<file path="src/rtl/jk_reg_bank_pkg.sv">
// Shared types and constants for the jk_reg_bank register bank.
// Mode encoding is common to the bank, its per-bit cell and the bus interface.
package jk_reg_bank_pkg;

  localparam int MAX_WIDTH = 32;

  typedef enum logic [1:0] {
    MODE_JK  = 2'd0,
    MODE_D   = 2'd1,
    MODE_T   = 2'd2,
    MODE_CNT = 2'd3
  } mode_t;

  // Single-bit up/down request decode for counter mode: only one of j/k may ask.
  function automatic logic cnt_up_req(input logic j0, input logic k0);
    return j0 & ~k0;
  endfunction

  function automatic logic cnt_dn_req(input logic j0, input logic k0);
    return ~j0 & k0;
  endfunction

endpackage

</file>
<file path="src/rtl/jk_reg_bank_if.sv">
// Control/data bus of jk_reg_bank; the bank is the slave, the driver is the master.
// When JK_REG_BANK_PRESET_EN is defined the bus also carries the pre (preset) strobe.
interface jk_reg_bank_if
  import jk_reg_bank_pkg::*;
#(
  parameter int WIDTH = 4
);

  logic             en;
  mode_t            mode;
  logic [WIDTH-1:0] j;
  logic [WIDTH-1:0] k;
`ifdef JK_REG_BANK_PRESET_EN
  logic             pre;
`endif
  logic [WIDTH-1:0] q;
  logic [WIDTH-1:0] qn;
  logic [WIDTH-1:0] chg;
  logic             wrap;

`ifdef JK_REG_BANK_PRESET_EN
  modport master (output en, mode, j, k, pre, input q, qn, chg, wrap);
  modport slave  (input en, mode, j, k, pre, output q, qn, chg, wrap);
`else
  modport master (output en, mode, j, k, input q, qn, chg, wrap);
  modport slave  (input en, mode, j, k, output q, qn, chg, wrap);
`endif

endinterface

</file>
<file path="src/rtl/jk_reg_bank_cell.sv">
// jk_cell: combinational next-state function of one bank bit for JK, D and T modes.
// Counter mode is resolved in the bank itself, so the cell simply holds there.
module jk_cell
  import jk_reg_bank_pkg::*;
(
  input  logic  i_q,
  input  logic  i_j,
  input  logic  i_k,
  input  mode_t i_mode,
  output logic  o_q_next
);

  always_comb begin
    o_q_next = i_q;
    case (i_mode)
      MODE_JK: begin
        case ({i_j, i_k})
          2'b01:   o_q_next = 1'b0;
          2'b10:   o_q_next = 1'b1;
          2'b11:   o_q_next = ~i_q;
          default: o_q_next = i_q;
        endcase
      end
      MODE_D:  o_q_next = i_j;
      MODE_T:  o_q_next = i_q ^ i_j;
      default: o_q_next = i_q;
    endcase
  end

endmodule

</file>
<file path="src/rtl/jk_reg_bank.sv">
// jk_reg_bank: WIDTH-bit JK/D/T register bank with an up/down counter mode and wrap flag.
// Optional synchronous preset (pre) is built when JK_REG_BANK_PRESET_EN is defined.
module jk_reg_bank
  import jk_reg_bank_pkg::*;
#(
  parameter int WIDTH = 4
)(
  input  logic clk,
  input  logic clr,
  jk_reg_bank_if.slave bus
);

  logic [WIDTH-1:0] r_q;
  logic [WIDTH-1:0] r_chg;
  logic             r_wrap;

  logic [WIDTH-1:0] w_cell_next;
  logic [WIDTH-1:0] w_cnt_inc;
  logic [WIDTH-1:0] w_cnt_dec;
  logic [WIDTH-1:0] w_q_next;
  logic             w_wrap_next;
  logic             w_up;
  logic             w_dn;

  for (genvar gi = 0; gi < WIDTH; gi++) begin : g_cell
    jk_cell u_cell (
      .i_q      (r_q[gi]),
      .i_j      (bus.j[gi]),
      .i_k      (bus.k[gi]),
      .i_mode   (bus.mode),
      .o_q_next (w_cell_next[gi])
    );
  end

  assign w_up      = cnt_up_req(bus.j[0], bus.k[0]);
  assign w_dn      = cnt_dn_req(bus.j[0], bus.k[0]);
  assign w_cnt_inc = r_q + WIDTH'(1);
  assign w_cnt_dec = r_q - WIDTH'(1);

  always_comb begin
    w_q_next    = r_q;
    w_wrap_next = 1'b0;
`ifdef JK_REG_BANK_PRESET_EN
    if (bus.pre) begin
      w_q_next = '1;
    end else
`endif
    if (bus.en) begin
      if (bus.mode == MODE_CNT) begin
        // Wrap is detected from the pre-step value: all ones going up, zero going down.
        if (w_up) begin
          w_q_next    = w_cnt_inc;
          w_wrap_next = &r_q;
        end else if (w_dn) begin
          w_q_next    = w_cnt_dec;
          w_wrap_next = ~|r_q;
        end
      end else begin
        w_q_next = w_cell_next;
      end
    end
  end

  always_ff @(posedge clk) begin
    if (clr) begin
      r_q    <= '0;
      r_chg  <= '0;
      r_wrap <= 1'b0;
    end else begin
      r_q    <= w_q_next;
      r_chg  <= w_q_next ^ r_q;
      r_wrap <= w_wrap_next;
    end
  end

  assign bus.q    = r_q;
  assign bus.qn   = ~r_q;
  assign bus.chg  = r_chg;
  assign bus.wrap = r_wrap;

endmodule

</file>
<file path="src/flat_wrapper.sv">
// flat-port wrapper written by rule: the top's interface ports become plain ports
module jk_reg_bank_flat import jk_reg_bank_pkg::*;
#(
  parameter int WIDTH = 4
)
  (clk, clr, bus_en, bus_mode, bus_j, bus_k, bus_q, bus_qn, bus_chg, bus_wrap);
  jk_reg_bank_if #(.WIDTH(WIDTH)) bus_i ();
  input  logic clk;
  input  logic clr;
  input wire logic [$bits(bus_i.en)-1:0] bus_en;
  input wire logic [$bits(bus_i.mode)-1:0] bus_mode;
  input wire logic [$bits(bus_i.j)-1:0] bus_j;
  input wire logic [$bits(bus_i.k)-1:0] bus_k;
  output wire logic [$bits(bus_i.q)-1:0] bus_q;
  output wire logic [$bits(bus_i.qn)-1:0] bus_qn;
  output wire logic [$bits(bus_i.chg)-1:0] bus_chg;
  output wire logic [$bits(bus_i.wrap)-1:0] bus_wrap;
  assign bus_i.en = bus_en;
  assign bus_i.mode = bus_mode;
  assign bus_i.j = bus_j;
  assign bus_i.k = bus_k;
  assign bus_q = bus_i.q;
  assign bus_qn = bus_i.qn;
  assign bus_chg = bus_i.chg;
  assign bus_wrap = bus_i.wrap;
  jk_reg_bank #(.WIDTH(WIDTH)) u_core (.clk(clk), .clr(clr), .bus(bus_i));
endmodule
</file>
<file path="config.mk">
export PLATFORM = sky130hd
export DESIGN_NAME = jk_reg_bank_flat
export DESIGN_NICKNAME = d
export VERILOG_FILES = /design/src/rtl/jk_reg_bank_pkg.sv /design/src/rtl/jk_reg_bank_if.sv /design/src/rtl/jk_reg_bank_cell.sv /design/src/rtl/jk_reg_bank.sv /design/src/flat_wrapper.sv
export SDC_FILE = /design/constraint.sdc
export NUM_CORES = 1
export LEC_CHECK = 0
export ABC_AREA = 1
export CAP_MARGIN = 5
export CORE_MARGIN = 8
export CORE_UTILIZATION = 44
export DETAILED_ROUTE_END_ITERATION = 8
export PLACE_DENSITY = 0.78
export SLEW_MARGIN = 25
export SYNTH_ARGS = -nofsm -noshare
export SYNTH_HDL_FRONTEND = slang
export SYNTH_HIERARCHICAL = 1
export SYNTH_SLANG_ARGS = --single-unit
</file>
<file path="constraint.sdc">
create_clock -name clk -period 2.15 [get_ports clk]
set_clock_uncertainty 0.15 [all_clocks]
set_input_delay 0.43 -clock clk [delete_from_list [all_inputs] [get_ports clk]]
set_output_delay 0.43 -clock clk [all_outputs]
set_load 0.1 [all_outputs]
</file>
After elaboration in Yosys (flattened, before gate mapping)
Index checks and enable logic that the tools add are counted.
Storage, ports and cells
  register bits after elaboration: 9
  bits of input ports: 13
  output and inout bits: 13
  logic and storage cells: 55
Cells by class
  add/subtract/negate cells: 2
  eq/ne operators: 15
  multiplexer cells: 14
  bitwise gates (word level): 16
  reductions and logical operators: 5
Operator list (count)
  $pmux 1 s3: 8
  $eq 2x2->1 const B: 10
  $mux 4: 4
  $eq 2x1->1 const B: 5
  $not 1->1: 8
  $add 4x1->4 const B: 1
  $not 4->4: 1
  $reduce_and 4->1: 1
  $reduce_or 4->1: 1
  $sub 4x1->4 const B: 1
  $xor 1x1->1: 4
  $xor 4x4->4: 1
  $reduce_or 3->1: 1
  $and 1x1->1: 2
  $logic_not 2->1: 1
  $mux 1: 2
  $logic_not 1->1: 1

Depth between registers and ports, before layout
Gate-level depths: netlist of the first run.
  depth after elaboration: 7
  mapped depth: 11
  depth with buffers taken out: 11

By module
The synthesis of the first run kept the hierarchy.
Modules (own cells, without submodules)
  jk_reg_bank: instances 1, cells an instance 88, area an instance 556.8 um2, sequential area each 180.2 um2
  jk_cell: instances 4, cells an instance 13, area an instance 51.3 um2, sequential area each 0.0 um2

Worst setup path after synthesis of the first run
OpenSTA, ideal clock, no wires.
  path kind: register to register
  start: reg u_core.r_q[1], in the netlist u_core/bus.q[1]
  end: reg u_core.r_chg[1], in the netlist u_core/bus.chg[1]
  library setup time: 0.119 ns
  arrival: 2.839 ns
  required time: 1.881 ns
  setup slack: -0.958 ns
  stages on the path, launching flop included: 9
  buffers on the path: 0
  clock period less this slack: 3.108 ns
  cell sequence: dfxtp_1 -> inv_1 -> ha_1 -> o21ai_0 -> nand3_1 -> nand2_1 -> nand2_1 -> nand2_1 -> nor2_1
On the way
  word-level cells in the longest chain between the ends: 6
  elaborated cells between the ends (all ways): 11
  classes of those cells: add/sub: 2; mux: 6; bitwise: 3
RTL lines
  start, declared: line jk_reg_bank.sv:13  | logic [WIDTH-1:0] r_q;
  start signal, assigned: line jk_reg_bank.sv:70  | r_q <= w_q_next;
  $sub 4x1->4 or $not 1->1 (tied branches): line jk_reg_bank.sv:38, jk_reg_bank_cell.sv:20
  $mux 4 or $pmux 1 s3 (tied branches): line jk_reg_bank.sv:54, jk_reg_bank_cell.sv:17
  $mux 4 or $pmux 1 s3 (tied branches): line jk_reg_bank.sv:51, jk_reg_bank_cell.sv:15
  $mux 4: line jk_reg_bank.sv:49  | if (bus.mode == MODE_CNT) begin
  $mux 4: line jk_reg_bank.sv:48  | if (bus.en) begin
  $xor 4x4->4 *: line jk_reg_bank.sv:71  | r_chg <= w_q_next ^ r_q;
  end signal, assigned: line jk_reg_bank.sv:71
  end, declared: line jk_reg_bank.sv:14  | logic [WIDTH-1:0] r_chg;
Mark *: on every way between the ends. The rest lies on a longest branch, timed or not.
A chain may end at the register's enable or synchronous reset.

Worst setup path after layout of the first run
  start: in bus_mode[0]
  end: reg u_core.r_chg[0], in the netlist u_core/bus.chg[0]
On the way
  word-level cells in the longest chain between the ends: 5
  elaborated cells between the ends (all ways): 8
  classes of those cells: eq/ne: 3; mux: 3; bitwise: 1; reduce/logical: 1
RTL lines
  start, declared: line flat_wrapper.sv:11  | input wire logic [$bits(bus_i.mode)-1:0] bus_mode;
  $eq 2x2->1 (tied with other cells): line jk_reg_bank_cell.sv:15  | case (i_mode)
  $pmux 1 s3 *: line jk_reg_bank_cell.sv:15
  via u_core.w_cell_next[0]: line jk_reg_bank.sv:17  | logic [WIDTH-1:0] w_cell_next;
  $mux 4 *: line jk_reg_bank.sv:49
  $mux 4 *: line jk_reg_bank.sv:48
  $xor 4x4->4 *: line jk_reg_bank.sv:71
The timed path passes the listed nets; every way through them passes the cells marked *.

==> summary.md, run 1 <==
| Metric | Value |
|---|---|
| Most common cell after layout, fill and taps aside | nand2_1 |
| Die Y | a little under 60 µm |
| Gr usage total | 0.135 |
| Core ar. | about 1700 µm² |
| Hold-fix buffers, CTS | 0 |
| Antenna cells | 0 |
| Max-slew violations | 0 |
| Nets | approximately 190 |
| Clock-pin slew on the worst setup and hold paths | 0.06 ns |
| Non-filler instance count after layout | roughly 190 |
| Setup violators final | 0 |
| Worst reg2reg path startpoint | u_core/bus.q[1] |
| Reg2reg end | u_core/bus.chg[1] |
| FF-to-FF path depth | 8 |
| Gpl congestion | between 0.8 and 0.9 |
| Routed vias | 915 |
| Hold Crit Class | reg -> reg |
| FF-to-FF setup slack | between 0.4 and 0.5 ns |
| DP HPWL | roughly 1.7 mm |
| Final WL | ~2.1 mm |
| Cells after DPL | ~190 |
| Worst skew pair latency | approximately 0.26 ns |
| Hold depth | 1 |
| Synth warn | 6 |
| Final routed DRC violation total | 0 |
| Syn Nets | between 150 and 200 |
| Post-CTS sizing | 0 |
| Outcome | completed |
| Hold Path Sink | u_core/bus.chg[0] |
| Max H-tree Level | 1 |
| IO Count | 26 |
| Mapped Cells | 140 |
| Hold Startpoint | u_core/bus.q[0] |
| Pin count of the biggest net entering global routing | 14 |
| Crit end category | register |
| Fmax | 516 MHz |
| CP Max Fanout | 9 |
| CP Class | in -> reg |
| Final Hold Viols | 0 |
| CTS buffer count | 3 |
| Pwr dens | 551 nW/µm² |
| Clock Sinks | 9 |
| Drt pass-1 iters | 4 |
| Initial antenna violation count | 0 |
| Static Leakage | 0.591 nW |
| Final critical-path required period | 1.94 ns |
| Cell variety after synth | 15 |
| Startpoint Class | input pin |
| Routed len/inst | about 11 µm |
| CTS root buf | clkbuf_4 |
| Horiz. Die Dim | 57.6 µm |
| Rows | 15 |
| Placed Area | 1140 µm² |
| Worst Path Arrival | slightly below 2 ns |
| Setup Total Neg Slack | 0 ns |
| Layout cell share with drive strength beyond 1 | 0.198 |
| Crit path from | bus_mode[0] |
| Vias in the first global route | between 800 and 900 |
| Post-route ant nets | 0 |
| Syn_area_per_cell | roughly 5.4 µm² |
| Clk buf depth | 2 |
| CTS tree | yes |
| First-pass GRT wire length | 3.66 mm |
| Max cap viols | 0 |
| Design area | around 1200 µm² |
| Unrepaired setup endpoints after global routing | false |
| Initial core utilization | 0.456 |
| Detailed Route Iter0 Violations | 16 |
| Peak VDD IR | 0.456 mV |
| Critical Path RT | 2.15 ns |
| Grt ovf | 0 |
| Die area | 3320 µm² |
| Slew @ Worst Pin | roughly 0.27 ns |
| Post-CTS Setup Repair Bufs | 0 |
| Period utilization | 0.901 |
| Relative slew slack | 0.816 |
| Register area share after synthesis | 0.236 |
| Area Growth Syn to Fin | 53.5% |
| Most frequent cells in the layout | nand2_1 (41), inv_1 (24), nor2_1 (21), nand3_1 (17), clkdlybuf4s50_1 (12) |
| #FFs+latches synth | 9 |
| PortBufs | 25 |
| Mapped Area | 762 µm² |
| Vias per std cell | roughly 4.8 |
==> stage by stage <==
stage,utilization,setup WS (ns),power [W],hold slack [ns]
floorplan,-,-0.173,0.000406,0.342
finish,0.700,0.213,0.000644,0.371
global route,0.700,0.0900,0.000685,0.384
global placement,0.685,0.0636,0.000514,0.351
detailed placement,0.685,-0.0453,0.000518,0.366
CTS,0.700,0.225,0.000651,0.374
==> cell families (layout without fill, tap and decap cells) <==
family | Yosys count | after routing | synth area share
AO/OA/AOI/OAI | 12 | 12 | 0.0788
AND/OR/NAND/NOR | 86 | 86 | 0.479
flip-flops | 9 | 9 | 0.236
buffers and inverters | 29 | 61 | 0.144
adder cells (fa/ha/maj) | 3 | 3 | 0.0493
XOR/XNOR | 1 | 1 | 0.0115
==> how the worst max path moves through the flow <==
| stage | to | slack (ns) |
|---|---|---|
| after floorplan | u_core/bus.chg[1] | -0.17 |
| after global placement | u_core/bus.q[1] | 0.06 |
| after detailed placement | u_core/bus.chg[0] | -0.05 |
| after CTS | u_core/bus.chg[0] | 0.22 |
| after global routing | u_core/bus.q[0] | 0.09 |
| final | u_core/bus.chg[0] | 0.21 |
==> final cells by class <==
class	instances	area, µm²
inverter	28	113
timing repair buffer	29	335
multi-input combinational	102	484
tap	17	21.3
clock buffer	4	26.3
sequential	9	190
fill	161	500
==> worst max-delay path, cell delays in order <==
cell and delay [ns]:
clkdlybuf4s50_1 0.62, inv_1 0.07, nand2_1 0.08, nor2_1 0.05
nor2_1 0.08, nand2_1 0.06, o21ai_0 0.16, inv_1 0.06
nand2_1 0.10, nand2_1 0.07, nand2_1 0.09, a21oi_1 0.05
==> report_power, final <==
group          internal (W)  switching [W]
Sequential         0.000179      0.0000185
Clock             0.0000714      0.0000579
Combinational      0.000106       0.000211
==> layer usage <==
layer / global-route usage / wire length [µm] / vias to the layer above / share of wire
met4: 0.0286 / 0 / 0 / 0
met1: 0.152 / 947 / 410 / 0.44
met3: 0.0596 / 118 / 0 / 0.055
met2: 0.230 / 1080 / 12 / 0.50
met5: 0 / 0 / - / 0
li1: - / - / 493 / -
==> Yosys cell counts <==
library cell / count / share of area
dfxtp_1: 9 / 0.24
inv_2: 2 / 0.0099
nand2_1: 41 / 0.20
inv_1: 26 / 0.13
nand4_1: 2 / 0.016
buf_2: 1 / 0.0066
o21ai_0: 3 / 0.020
nand3_1: 17 / 0.11
nand3_2: 1 / 0.013
nor2_2: 2 / 0.016
a21oi_1: 9 / 0.059
nand2_2: 2 / 0.016
ha_1: 3 / 0.049
xor2_1: 1 / 0.011
nor2_1: 21 / 0.10
==> flip-flops by register name (all words and copies together) (netlist names) <==
name             cells
u_core/bus.chg       4
u_core/bus.q         4
u_core/bus.wrap      1
Note: power is estimated with default switching activity, not from simulation.
==> inputs of run 2 (changes only) <==
--- a/config.mk
+++ b/config.mk
@@ -9,6 +9,7 @@
 export CAP_MARGIN = 5
 export CORE_MARGIN = 8
 export CORE_UTILIZATION = 44
+export CTS_CLUSTER_DIAMETER = 120
 export DETAILED_ROUTE_END_ITERATION = 8
 export PLACE_DENSITY = 0.78
 export SLEW_MARGIN = 25
==> results of run 2 <==
No change in the layout: final DEF, timing and power equal those of run 1.
==> edit, RTL diff (config.mk and constraints of run 1) <==
`WIDTH` is set to 4 in 3 places; all go to 6.
--- a/src/rtl/jk_reg_bank_if.sv
+++ b/src/rtl/jk_reg_bank_if.sv
@@ -4,5 +4,5 @@
   import jk_reg_bank_pkg::*;
 #(
-  parameter int WIDTH = 4
+  parameter int WIDTH = 6
 );
 
--- a/src/rtl/jk_reg_bank.sv
+++ b/src/rtl/jk_reg_bank.sv
@@ -4,5 +4,5 @@
   import jk_reg_bank_pkg::*;
 #(
-  parameter int WIDTH = 4
+  parameter int WIDTH = 6
 )(
   input  logic clk,
--- a/src/flat_wrapper.sv
+++ b/src/flat_wrapper.sv
@@ -2,5 +2,5 @@
 module jk_reg_bank_flat import jk_reg_bank_pkg::*;
 #(
-  parameter int WIDTH = 4
+  parameter int WIDTH = 6
 )
   (clk, clr, bus_en, bus_mode, bus_j, bus_k, bus_q, bus_qn, bus_chg, bus_wrap);
Ports: changed (5 resized); port bits go from 26 to 36. The function was not compared with the original's and may differ.
==> edit against run 1 <==
  * Cell area up 44%
  * Synthesized cell count up 44%
  * Largest power group unchanged
  * Combinational power up 51%
  * Area after synthesis up 45%
  * Critical endpoint is now u_core/bus.q[4]
  * Sequential share of layout area down 0.061 points
  * Sequential cell count up 4
  * Wire length up 36%
  * Power up 42%
  * Highest routed layer unchanged
  * Setup slack better by 71 ps
  * Count of clock-buffer cells in the layout unchanged
  * Fmax up 3.8%
  * Die area up 32%
==> edit: results (changes against run 1) <==
\begin{tabular}{lr}
\hline
Metric & Value \\
\hline
\multicolumn{2}{l}{\textbf{CTS}} \\
Clk\_lat worst skew & 280 ps (+20 ps) \\
Number of clock sinks & 13 (+4) \\
Clock-pin slew reported for the worst setup and hold paths after clock tree synthesis & 80 ps (+20 ps) \\
\multicolumn{2}{l}{\textbf{Final layout}} \\
Layout fillers & 219 (+36\%) \\
Share of cells above drive strength 1 & 21.1\% (+1.4 points) \\
Non-clock buffer instance count of the final layout & 41 (+41\%) \\
Logic inverters & 35 (+25\%) \\
Non-clock buffers, area share & 28.8\% (+0.16 points) \\
Proportion of cell area occupied by multi-input gates & 42.1\% (+0.73 points) \\
\multicolumn{2}{l}{\textbf{Placed design}} \\
Detailed placer's ending HPWL & 2.31 mm (+36\%) \\
\# placed instances & 272 (+47\%) \\
\multicolumn{2}{l}{\textbf{Timing}} \\
Hold Worst Slack & 422 ps (+50.9 ps) \\
Slew Limit Headroom & 81.4\% (-0.26 points) \\
\multicolumn{2}{l}{\textbf{Routing}} \\
Total wire length after detailed routing & 2.91 mm (+36\%) \\
Average wire per standard cell & 10.5 um (-6.9\%) \\
Pre-Repair DR Iteration Count & 5 (+1) \\
\multicolumn{2}{l}{\textbf{Global route}} \\
Vias in the first global route & 1,075 (+28\%) \\
Pin count of the biggest net entering global routing & 13 (-1) \\
\multicolumn{2}{l}{\textbf{Worst setup path}} \\
Largest stage delay on the critical path & 500 ps (-120 ps) \\
Setup crit start & bus\_mode[1] \\
CP Data Arrival Time & 1870 ps (-70 ps) \\
Maximum fanout along the worst path & 12 (+3) \\
\multicolumn{2}{l}{\textbf{Synthesis}} \\
Top post-synthesis cells by area & sky130\_fd\_sc\_hd\_\_dfxtp\_1 (24\%), sky130\_fd\_sc\_hd\_\_nand2\_1 (21\%), sky130\_fd\_sc\_hd\_\_nor2\_1 (13\%), sky130\_fd\_sc\_hd\_\_inv\_1 (9.9\%), sky130\_fd\_sc\_hd\_\_nand3\_1 (8.6\%) \\
Top cells by count, synth & sky130\_fd\_sc\_hd\_\_nand2\_1 (61), sky130\_fd\_sc\_hd\_\_nor2\_1 (37), sky130\_fd\_sc\_hd\_\_inv\_1 (29) \\
Number of nets in the synthesized netlist & 222 (+42\%) \\
\multicolumn{2}{l}{\textbf{Min path}} \\
Hold path endpoint & u\_core/bus.q[2] \\
\multicolumn{2}{l}{\textbf{Outcome}} \\
Status & finished clean \\
\hline
\end{tabular}
edit: cell count changes after synthesis, sizes merged, moves of 3 or more:
cell and delta:
nor2 +16, dfxtp +4, a21oi +5, nand2 +21
inv +6, o21ai +4, nand3 +3
edit: per-layer routing:
metal  share of wire, %  vias to the layer above  GRT usage [%]
met4                  0                        0          0.800
met3                8.0                        0           4.58
li1                   -                      717              -
met2                 46                       38           21.7
met1                 46                      573           15.6
met5                  0                        -              0
edit: cell families after synthesis:
| kind of cell | synth area share, % |
|---|---|
| xor+xnor | 0.794 |
| compound gates | 10.5 |
| buf+inv | 13.5 |
| fa+ha+maj | 3.40 |
| flops | 23.6 |
| simple gates | 48.2 |
edit: where the power goes:
part | internal (mW) | total (mW) | switching (mW)
clock network | 0.0719 | 0.149 | 0.0775
registers | 0.260 | 0.287 | 0.0274
logic | 0.160 | 0.478 | 0.318
